--- src/rtl/writeback_regfile.sv ---
// Writeback stage: commits results into the 8x16 register file and serves the two decode
// read ports with same-cycle write bypass. Also tracks halt and counts retired instructions.

module writeback_regfile_entry #(
    parameter int W = 16
) (
    input  logic         clk,
    input  logic         rst_n,
    input  logic         we_i,
    input  logic [W-1:0] d_i,
    output logic [W-1:0] q_o
);
    logic [W-1:0] q_q;

    always_ff @(posedge clk) begin
        if (!rst_n)    q_q <= '0;
        else if (we_i) q_q <= d_i;
    end

    assign q_o = q_q;
endmodule

module writeback_regfile #(
    parameter int NREGS = 8,
    parameter int CNT_W = 32
) (
    input  logic             clk,
    input  logic             rst_n,
    input  logic             stall,
    input  logic             bubble_in,
    input  logic [2:0]       opcode_in,
    input  logic [2:0]       tgt_in,
    input  logic [15:0]      result_in,
    input  logic             halt_in,
    input  logic [2:0]       ra_addr,
    input  logic [2:0]       rb_addr,
    output logic [15:0]      ra_data,
    output logic [15:0]      rb_data,
    output logic             fwd_valid,
    output logic [2:0]       fwd_tgt,
    output logic [15:0]      fwd_val,
    output logic             halted,
    output logic [CNT_W-1:0] retired
);
    localparam int DW     = 16;
    localparam int AW     = 3;
    localparam int NPORTS = 2;

    localparam logic [2:0] OP_SW  = 3'b100;
    localparam logic [2:0] OP_BEQ = 3'b110;

    typedef enum logic {RUN = 1'b0, HALTED = 1'b1} state_t;

    state_t            state_q;
    logic              fwd_valid_q;
    logic [AW-1:0]     fwd_tgt_q;
    logic [DW-1:0]     fwd_val_q;
    logic [CNT_W-1:0]  retired_q;

    logic              commit;
    logic              writes_reg;
    logic              we;

    logic [NREGS-1:0][DW-1:0]  regs;
    logic [NPORTS-1:0][AW-1:0] rd_addr;
    logic [NPORTS-1:0][DW-1:0] rd_data;

    assign commit     = (state_q == RUN) && !stall && !bubble_in;
    assign writes_reg = (opcode_in != OP_SW) && (opcode_in != OP_BEQ);
    assign we         = commit && writes_reg && !halt_in && (tgt_in != '0);

    // r0 is hardwired zero; only r1..r(NREGS-1) have storage.
    assign regs[0] = '0;

    genvar gi;
    generate
        for (gi = 1; gi < NREGS; gi++) begin : g_reg
            writeback_regfile_entry #(.W(DW)) u_entry (
                .clk   (clk),
                .rst_n (rst_n),
                .we_i  (we && (tgt_in == AW'(gi))),
                .d_i   (result_in),
                .q_o   (regs[gi])
            );
        end
    endgenerate

    assign rd_addr[0] = ra_addr;
    assign rd_addr[1] = rb_addr;

    // Bypass lets decode see a value in the same cycle it commits.
    generate
        for (gi = 0; gi < NPORTS; gi++) begin : g_rd
            always_comb begin
                rd_data[gi] = regs[rd_addr[gi]];
                if (rd_addr[gi] == '0)
                    rd_data[gi] = '0;
                else if (we && (rd_addr[gi] == tgt_in))
                    rd_data[gi] = result_in;
            end
        end
    endgenerate

    assign ra_data = rd_data[0];
    assign rb_data = rd_data[1];

    always_ff @(posedge clk) begin
        if (!rst_n) begin
            state_q     <= RUN;
            fwd_valid_q <= 1'b0;
            fwd_tgt_q   <= '0;
            fwd_val_q   <= '0;
            retired_q   <= '0;
        end else if (!stall) begin
            fwd_valid_q <= we;
            if (we) begin
                fwd_tgt_q <= tgt_in;
                fwd_val_q <= result_in;
            end
            if (commit) retired_q <= retired_q + CNT_W'(1);
            if (commit && halt_in) state_q <= HALTED;
        end
    end

    assign fwd_valid = fwd_valid_q;
    assign fwd_tgt   = fwd_tgt_q;
    assign fwd_val   = fwd_val_q;
    assign halted    = (state_q == HALTED);
    assign retired   = retired_q;
endmodule

--- config.mk ---
export PLATFORM = sky130hd
export DESIGN_NAME = writeback_regfile
export DESIGN_NICKNAME = d
export VERILOG_FILES = /design/src/rtl/writeback_regfile.sv
export SDC_FILE = /design/constraint.sdc
export NUM_CORES = 1
export LEC_CHECK = 0
export CORE_MARGIN = 2
export CORE_UTILIZATION = 40
export DETAILED_ROUTE_END_ITERATION = 10
export PLACE_DENSITY_LB_ADDON = 0.2
export SLEW_MARGIN = 25
export SYNTH_ARGS = -nofsm -noshare
export SYNTH_HDL_FRONTEND = slang
export SYNTH_HIERARCHICAL = 1
export SYNTH_SLANG_ARGS = --single-unit
--- constraint.sdc ---
create_clock -name clk -period 3.55 [get_ports clk]
set_input_delay 0.71 -clock clk [delete_from_list [all_inputs] [get_ports clk]]
set_output_delay 0.71 -clock clk [all_outputs]
set_load 0.02 [all_outputs]
==> impl_metrics.env, run 1 <==
export IMPL_outcome="finished clean"
export IMPL_fillerInstances=2038
export IMPL_worst_slack_ns=0.0842
export IMPL_layout_area_overhead_vs_synth_pct=27.5
export IMPL_die_area_sq_mm=0.0234
export IMPL_pre_cts_slack_ns=-0.196
export IMPL_hold_class="reg2reg"
export IMPL_p_leak_nw=3.95
export IMPL_drc=0
export IMPL_synth_edf_count=0
export IMPL_drive_above_1_share_pct=20.1
export IMPL_holdCritStartpoint="fwd_val[13]"
export IMPL_postCtsHoldBufs=0
export IMPL_gp_congestion=0.777
export IMPL_dpl_cell_area_sq_mm=0.0107
export IMPL_grt_max_degree=122
export IMPL_wire_per_inst_microns=19.1
export IMPL_die_w_microns=153
export IMPL_rrSetupSlack_ns=1.25
export IMPL_cp_end_kind="output port"
export IMPL_final_max_slew_viol_count=0
export IMPL_clock_latency_ns=0.42
export IMPL_finalHoldViolations=0
export IMPL_port_buffers=116
export IMPL_vias=7011
export IMPL_postLayoutCellArea_sq_mm=0.0113
export IMPL_cp_slowest_stage_delay_ns=0.43
export IMPL_fin_crit_ns=3.47
export IMPL_via_per_inst=5.36
export IMPL_drt_iter0_drc=426
export IMPL_cts_root_buf="clkbuf_16"
export IMPL_powerDensity_mw_per_mm2=380
export IMPL_yosysTopAreaCellShare_pct=37.2
export IMPL_fmax_mhz=289
export IMPL_hold_end="fwd_val[13]"
export IMPL_ys_ff_latch=165
export IMPL_final_cell_mix="dfxtp_1, mux2i_1, nor2b_1"
export IMPL_first_pass_iters=5
export IMPL_rr_worst_depth=7
export IMPL_setup_violations=0
export IMPL_layout_nets=1050
export IMPL_wl_mm=25.0
export IMPL_arrival_ns=2.76
export IMPL_clock_skew_ns=0.00965
export IMPL_synthesis_nets=903
export IMPL_whs_path_depth=2
export IMPL_start_util_pct=40.7
export IMPL_grt_overflow=0
export IMPL_grt_total_usage_pct=21.3
export IMPL_crit_path_start_kind="input port"
export IMPL_die_height_microns=153
export IMPL_htreeDepth=4
export IMPL_async_flop_share_pct=0
export IMPL_antenna_found_initial=0
export IMPL_regToRegEndpoint="g_reg[3].u_entry/q_o[5]"
export IMPL_rows=54
export IMPL_synth_ff_type="dfxtp_1"
export IMPL_clock_path_buffers=2
export IMPL_ios=118
export IMPL_syn_area_sq_mm=0.00887
export IMPL_rsz0062_at_grt="false"
export IMPL_synthesis_instances=869
export IMPL_synth_top_area_cell="dfxtp_1"
export IMPL_tightestPinTransition_ns=0.951
export IMPL_seq_area_frac_synth_pct=37.2
export IMPL_postLayoutCoreUtil_pct=51.8
export IMPL_synth_top_cells_by_area="dfxtp_1, mux2i_1, nor2b_1, mux2_2, mux4_2"
export IMPL_syn_avg_cell_area_sq_um=10.2
export IMPL_place_hpwl_mm=16.7
export IMPL_worstSetupPathType="in2out"
export IMPL_core_sq_mm=0.0218
export IMPL_ys_warn_count=6
export IMPL_cts_sinks=165
export IMPL_cp_max_fo=16
export IMPL_synth_cell_type_count=41
export IMPL_grt_pass1_vias=6813
export IMPL_worst_path_max_delay_cell="clkdlybuf4s50_1"
export IMPL_numCtsBuffers=17
export IMPL_cts_tree="done"
export IMPL_fin_tns_setup_ns=0
export IMPL_grt_pass1_wl_mm=39.6
export IMPL_clk_pin_slew_ns=0.07
export IMPL_cp_required_ns=2.84
export IMPL_regToRegStartpoint="halted"
export IMPL_crit_chain="clkdlybuf4s50_1, or3_4, nor3_2, buf_4, nand4_2, buf_12, mux2_2, dlygate4sd2_1"
export IMPL_slew_headroom_pct=36.6
export IMPL_detail_route_antenna_nets=0
export IMPL_max_vdd_ir_drop_mv=0.357
export IMPL_dp_cells=1277
export IMPL_cap_violations=0
export IMPL_final_common_cell="dfxtp_1"
export IMPL_instances_no_fill=1309
export IMPL_period_share_pct=97.6
export IMPL_n_antenna_cell=0
==> worst max-delay path: cells and delay by family <==
kind	cells	cell delay, ns
buffers and inverters	4	1.09
muxes	1	0.28
and+or+nand+nor	3	0.68
==> kinds of logic (layout without fill, tap and decap cells) <==
| kind of cell | count (synthesis) | after routing | synth area share (%) |
|---|---|---|---|
| and+or+nand+nor | 268 | 268 | 17.4 |
| muxes | 245 | 245 | 30.9 |
| DFF | 165 | 165 | 37.2 |
| AOI/OAI and AO/OA | 105 | 105 | 7.90 |
| buffers and inverters | 71 | 231 | 4.99 |
| xor gates and xnor gates | 14 | 14 | 1.38 |
| adders and majority gates | 1 | 1 | 0.141 |
==> routing by layer <==
layer | share of wire, % | routed length [microns] | global-route usage [%] | vias to the layer above
li1 | - | - | - | 3457
met1 | 48 | 12000 | 29.3 | 3388
met2 | 46 | 11500 | 34.1 | 148
met3 | 4.7 | 1190 | 4.88 | 18
met4 | 1.0 | 252 | 4.81 | 0
met5 | 0 | 0 | 0 | -
==> stage by stage <==
step           power (mW)  hold slack, ns
2_1_floorplan        2.14           0.490
3_3_place_gp         2.38           0.470
3_5_place_dp         2.38           0.483
4_1_cts              4.34           0.492
5_1_grt              4.45           0.510
6_report             4.31           0.495
==> synthesized netlist by cell type (4+ instances only) <==
cell type,count
or4_1,10
and4_1,6
nand3_1,8
nor4_1,5
a22oi_1,15
dfxtp_1,165
or3_1,9
inv_1,4
buf_6,7
buf_2,8
a21oi_1,23
buf_12,7
nand2b_1,6
xnor2_1,11
buf_1,7
nor2_1,33
mux2_2,64
o31ai_1,9
nand2_1,37
nor2b_1,116
a221oi_1,30
o21ai_0,27
mux4_2,17
mux2i_1,164
nand4_1,13
nor3_1,8
clkbuf_1,38
==> timing repair <==
action / in CTS / in global routing
setup buffers: 0 / 0
endpoints found under the setup margin: 32 / 31
resized for setup: 32 / 3
==> layout make-up <==
cell class                      instances  area (sq um)  area share (%)
Clock inverter                          8           146            1.29
Timing Repair Buffer                  195          1850            16.4
Sequential cell                       165          3300            29.2
Inverter                                4          15.0           0.133
Multi-Input combinational cell        633          5170            45.7
Tap cell                              280           350            3.10
Clock buffer                           24           482            4.26
==> flip-flops by register name (all words and copies together) (netlist names) <==
register / cells
g.u_entry/q_o: 112
fwd_tgt: 3
fwd_val: 16
halted: 1
fwd_valid: 1
retired: 32
==> how the worst max path moves through the flow <==
stage	endpoint	cells after the start	slack, ns	start
3_5_place_dp	rb_data[12]	8	-0.20	stall
3_3_place_gp	rb_data[12]	8	-0.20	stall
2_1_floorplan	ra_data[3]	6	0.47	ra_addr[0]
5_1_grt	rb_data[14]	8	0.008	stall
4_1_cts	rb_data[5]	8	0.04	stall
6_report	rb_data[5]	8	0.08	stall
==> where the power goes <==
part | internal [mW] | switching (mW) | total [mW] | leakage [nW]
Clock | 1.23 | 0.745 | 1.98 | 0.304
Combinational | 0.209 | 0.237 | 0.446 | 2.31
Sequential | 1.87 | 0.0119 | 1.88 | 1.33
Note: power is estimated with default switching activity, not from simulation.
==> inputs of run 2 (changes only) <==
- SYNTH_HIERARCHICAL: 1 -> default
==> impl_metrics.env, run 2 <==
export IMPL_first_pass_iters=5
export IMPL_fillerInstances=2014
export IMPL_drc=0
export IMPL_rr_worst_depth=6
export IMPL_layout_nets=1156
export IMPL_ys_warn_count=0
export IMPL_busiest_layer="met1"
export IMPL_rrSetupSlack_ns=1.31
export IMPL_cp_end_kind="output port"
export IMPL_fmax_mhz=290
export IMPL_p_comb_share_pct=10.7
export IMPL_slew_headroom_pct=53.7
export IMPL_use_met2_pct=35.3
export IMPL_cts_tree="done"
export IMPL_finalHoldViolations=0
export IMPL_regToRegEndpoint="g_reg[1].u_entry.q_o[9]"
export IMPL_htreeDepth=4
export IMPL_worstSetupEndpoint="rb_data[12]"
export IMPL_die_w_microns=154
export IMPL_async_flop_share_pct=0
export IMPL_period_share_pct=97.1
export IMPL_n_antenna_cell=0
export IMPL_cap_violations=0
export IMPL_detail_route_antenna_nets=0
export IMPL_grt_pass1_vias=7829
export IMPL_vias=8381
export IMPL_syn_avg_cell_area_sq_um=8.73
export IMPL_antenna_found_initial=0
export IMPL_synth_ff_type="dfxtp_1"
export IMPL_die_height_microns=154
export IMPL_clock_skew_ns=0.00833
export IMPL_switching_share_pct=27.0
export IMPL_syn_area_sq_mm=0.00898
export IMPL_grt_total_usage_pct=24.1
export IMPL_drt_iter0_drc=797
export IMPL_yosysTopAreaCellShare_pct=36.8
export IMPL_largest_reg_flops=112
export IMPL_core_sq_mm=0.0220
export IMPL_final_max_slew_viol_count=0
export IMPL_regToRegStartpoint="halted"
export IMPL_cts_root_buf="clkbuf_16"
export IMPL_via_per_inst=5.92
export IMPL_clk_pin_slew_ns=0.07
export IMPL_cp_max_fo=13
export IMPL_crit_path_start_kind="input port"
export IMPL_grt_max_degree=66
export IMPL_instances_no_fill=1415
export IMPL_synth_cell_type_count=42
export IMPL_clkPwrFrac_pct=45.3
export IMPL_arrival_ns=2.74
export IMPL_clock_latency_ns=0.43
export IMPL_synth_most_common_cell="dfxtp_1"
export IMPL_multi_input_area_sq_mm=0.00515
export IMPL_powerDensity_mw_per_mm2=379
export IMPL_final_common_cell="dfxtp_1"
export IMPL_ios=118
export IMPL_cp_required_ns=2.84
export IMPL_rsz0062_at_grt="false"
export IMPL_final_cell_mix="dfxtp_1, o21ai_0, a21oi_1"
export IMPL_layout_area_overhead_vs_synth_pct=25.1
export IMPL_rows=54
export IMPL_netlist_top_cells_count="dfxtp_1, o21ai_0, a21oi_1"
export IMPL_tightestPinTransition_ns=0.695
export IMPL_p_leak_nw=3.85
export IMPL_dpl_cell_area_sq_mm=0.0107
export IMPL_clock_path_buffers=2
export IMPL_sequentialPowerShare_pct=44.0
export IMPL_gp_congestion=0.834
export IMPL_seq_area_frac_synth_pct=36.8
export IMPL_wl_mm=28.6
export IMPL_seq_area_sq_mm=0.00330
export IMPL_grt_overflow=0
export IMPL_dp_cells=1381
export IMPL_use_met3_pct=4.96
export IMPL_postLayoutCellArea_sq_mm=0.0112
export IMPL_wire_per_inst_microns=20.2
export IMPL_setup_violations=0
export IMPL_fin_crit_ns=3.45
export IMPL_synth_top_area_cell="dfxtp_1"
export IMPL_max_vdd_ir_drop_mv=0.326
export IMPL_drive_above_1_share_pct=22.0
export IMPL_synth_edf_count=0
export IMPL_grt_met1_usage_pct=36.3
export IMPL_switchingPower_mw=1.15
export IMPL_start_util_pct=40.9
export IMPL_ys_ff_latch=165
export IMPL_numCtsBuffers=17
export IMPL_finalPower_mw=4.26
export IMPL_internal_power_mw=3.11
export IMPL_cp_startpoint="bubble_in"
export IMPL_synthesis_nets=1063
export IMPL_synthesis_instances=1029
export IMPL_hold_class="reg2reg"
export IMPL_worstSetupPathType="in2out"
export IMPL_grt_pass1_wl_mm=45.1
export IMPL_whs_ns=0.464
export IMPL_die_area_sq_mm=0.0237
export IMPL_synth_top_cells_by_area="dfxtp_1, mux4_2, o21ai_0, a21oi_1, nand3_1"
export IMPL_place_hpwl_mm=19.0
export IMPL_cts_sinks=165
export IMPL_fin_tns_setup_ns=0
export IMPL_outcome="finished clean"
export IMPL_port_buffers=116
## run 2: changes by cell type after synthesis, moves of 9 or more
cell,previous run,this run
mux2i_1,164,26
o21ai_0,27,141
nor2b_1,116,5
nand3_1,8,118
a21oi_1,23,128
clkbuf_1,38,87
a221oi_1,30,0
mux2_2,64,44
mux2_4,0,20
a22oi_1,15,31
mux4_2,17,32
nand2_1,37,51
buf_1,7,16
## run 2: cells by family after synthesis
family                   Yosys count  share of synthesized area (%)
AO/OA/AOI/OAI                    318                           19.4
flip-flops                       165                           36.8
XOR/XNOR                          15                           1.46
multiplexers                     122                           19.8
buffers and inverters            127                           6.12
AND/OR/NAND/NOR                  281                           16.3
adder cells (fa/ha/maj)            1                          0.139
## run 2: worst min-delay path by stage
| stage | startpoint | end | cells past startpoint |
|---|---|---|---|
| floorplan | g_reg[2].u_entry.q_o[14] | g_reg[2].u_entry.q_o[14] | 2 |
| global route | fwd_tgt[2] | fwd_tgt[2] | 2 |
| detailed placement | fwd_tgt[2] | fwd_tgt[2] | 2 |
| CTS | fwd_tgt[2] | fwd_tgt[2] | 2 |
| finish | fwd_tgt[2] | fwd_tgt[2] | 2 |
| global placement | fwd_tgt[2] | fwd_tgt[2] | 2 |
## run 2: cell type report
cell class,instances,area share [%]
well taps,280,3.12
inverters,7,0.256
multi-input cells,737,45.9
repair buffers,194,16.0
flip-flops and latches,165,29.4
clock inverters,15,1.60
clock buffers,17,3.79
## run 2: power groups by stage
stage | clock network [mW] | logic (mW) | registers (mW)
5_1_grt | 2.04 | 0.479 | 1.88
3_3_place_gp | 0 | 0.450 | 1.92
6_report | 1.93 | 0.455 | 1.88
4_1_cts | 1.96 | 0.450 | 1.88
3_5_place_dp | 0 | 0.452 | 1.92
2_1_floorplan | 0 | 0.228 | 1.93
## run 2: what timing repair did
item	in CTS	in global routing
pin swaps	1	2
hold endpoints to repair	0	0
setup endpoints to repair	32	29
buffers inserted	2	0
resized for setup	113	5
hold buffers	0	0
## run 2: critical path, stage by stage
cell	delay [ns]
clkdlybuf4s50_1	0.42
or3_4	0.41
nor3_4	0.27
o2111ai_4	0.15
buf_6	0.15
buf_12	0.14
mux2_4	0.30
buf_2	0.16
## run 2: stage by stage
| step | utilization [%] | setup slack [ns] |
|---|---|---|
| finish | 51.2 | 0.102 |
| global route | 51.2 | 0.00158 |
| CTS | 51.1 | -0.0395 |
| detailed placement | 48.9 | -0.261 |
| global placement | 48.9 | -0.247 |
| floorplan | - | 0.574 |
## run 2: per-layer routing
metal,wire (microns),part of all wire [%]
met4,236,0.83
met1,13500,47
met3,2220,7.8
met2,12600,44
met5,0,0
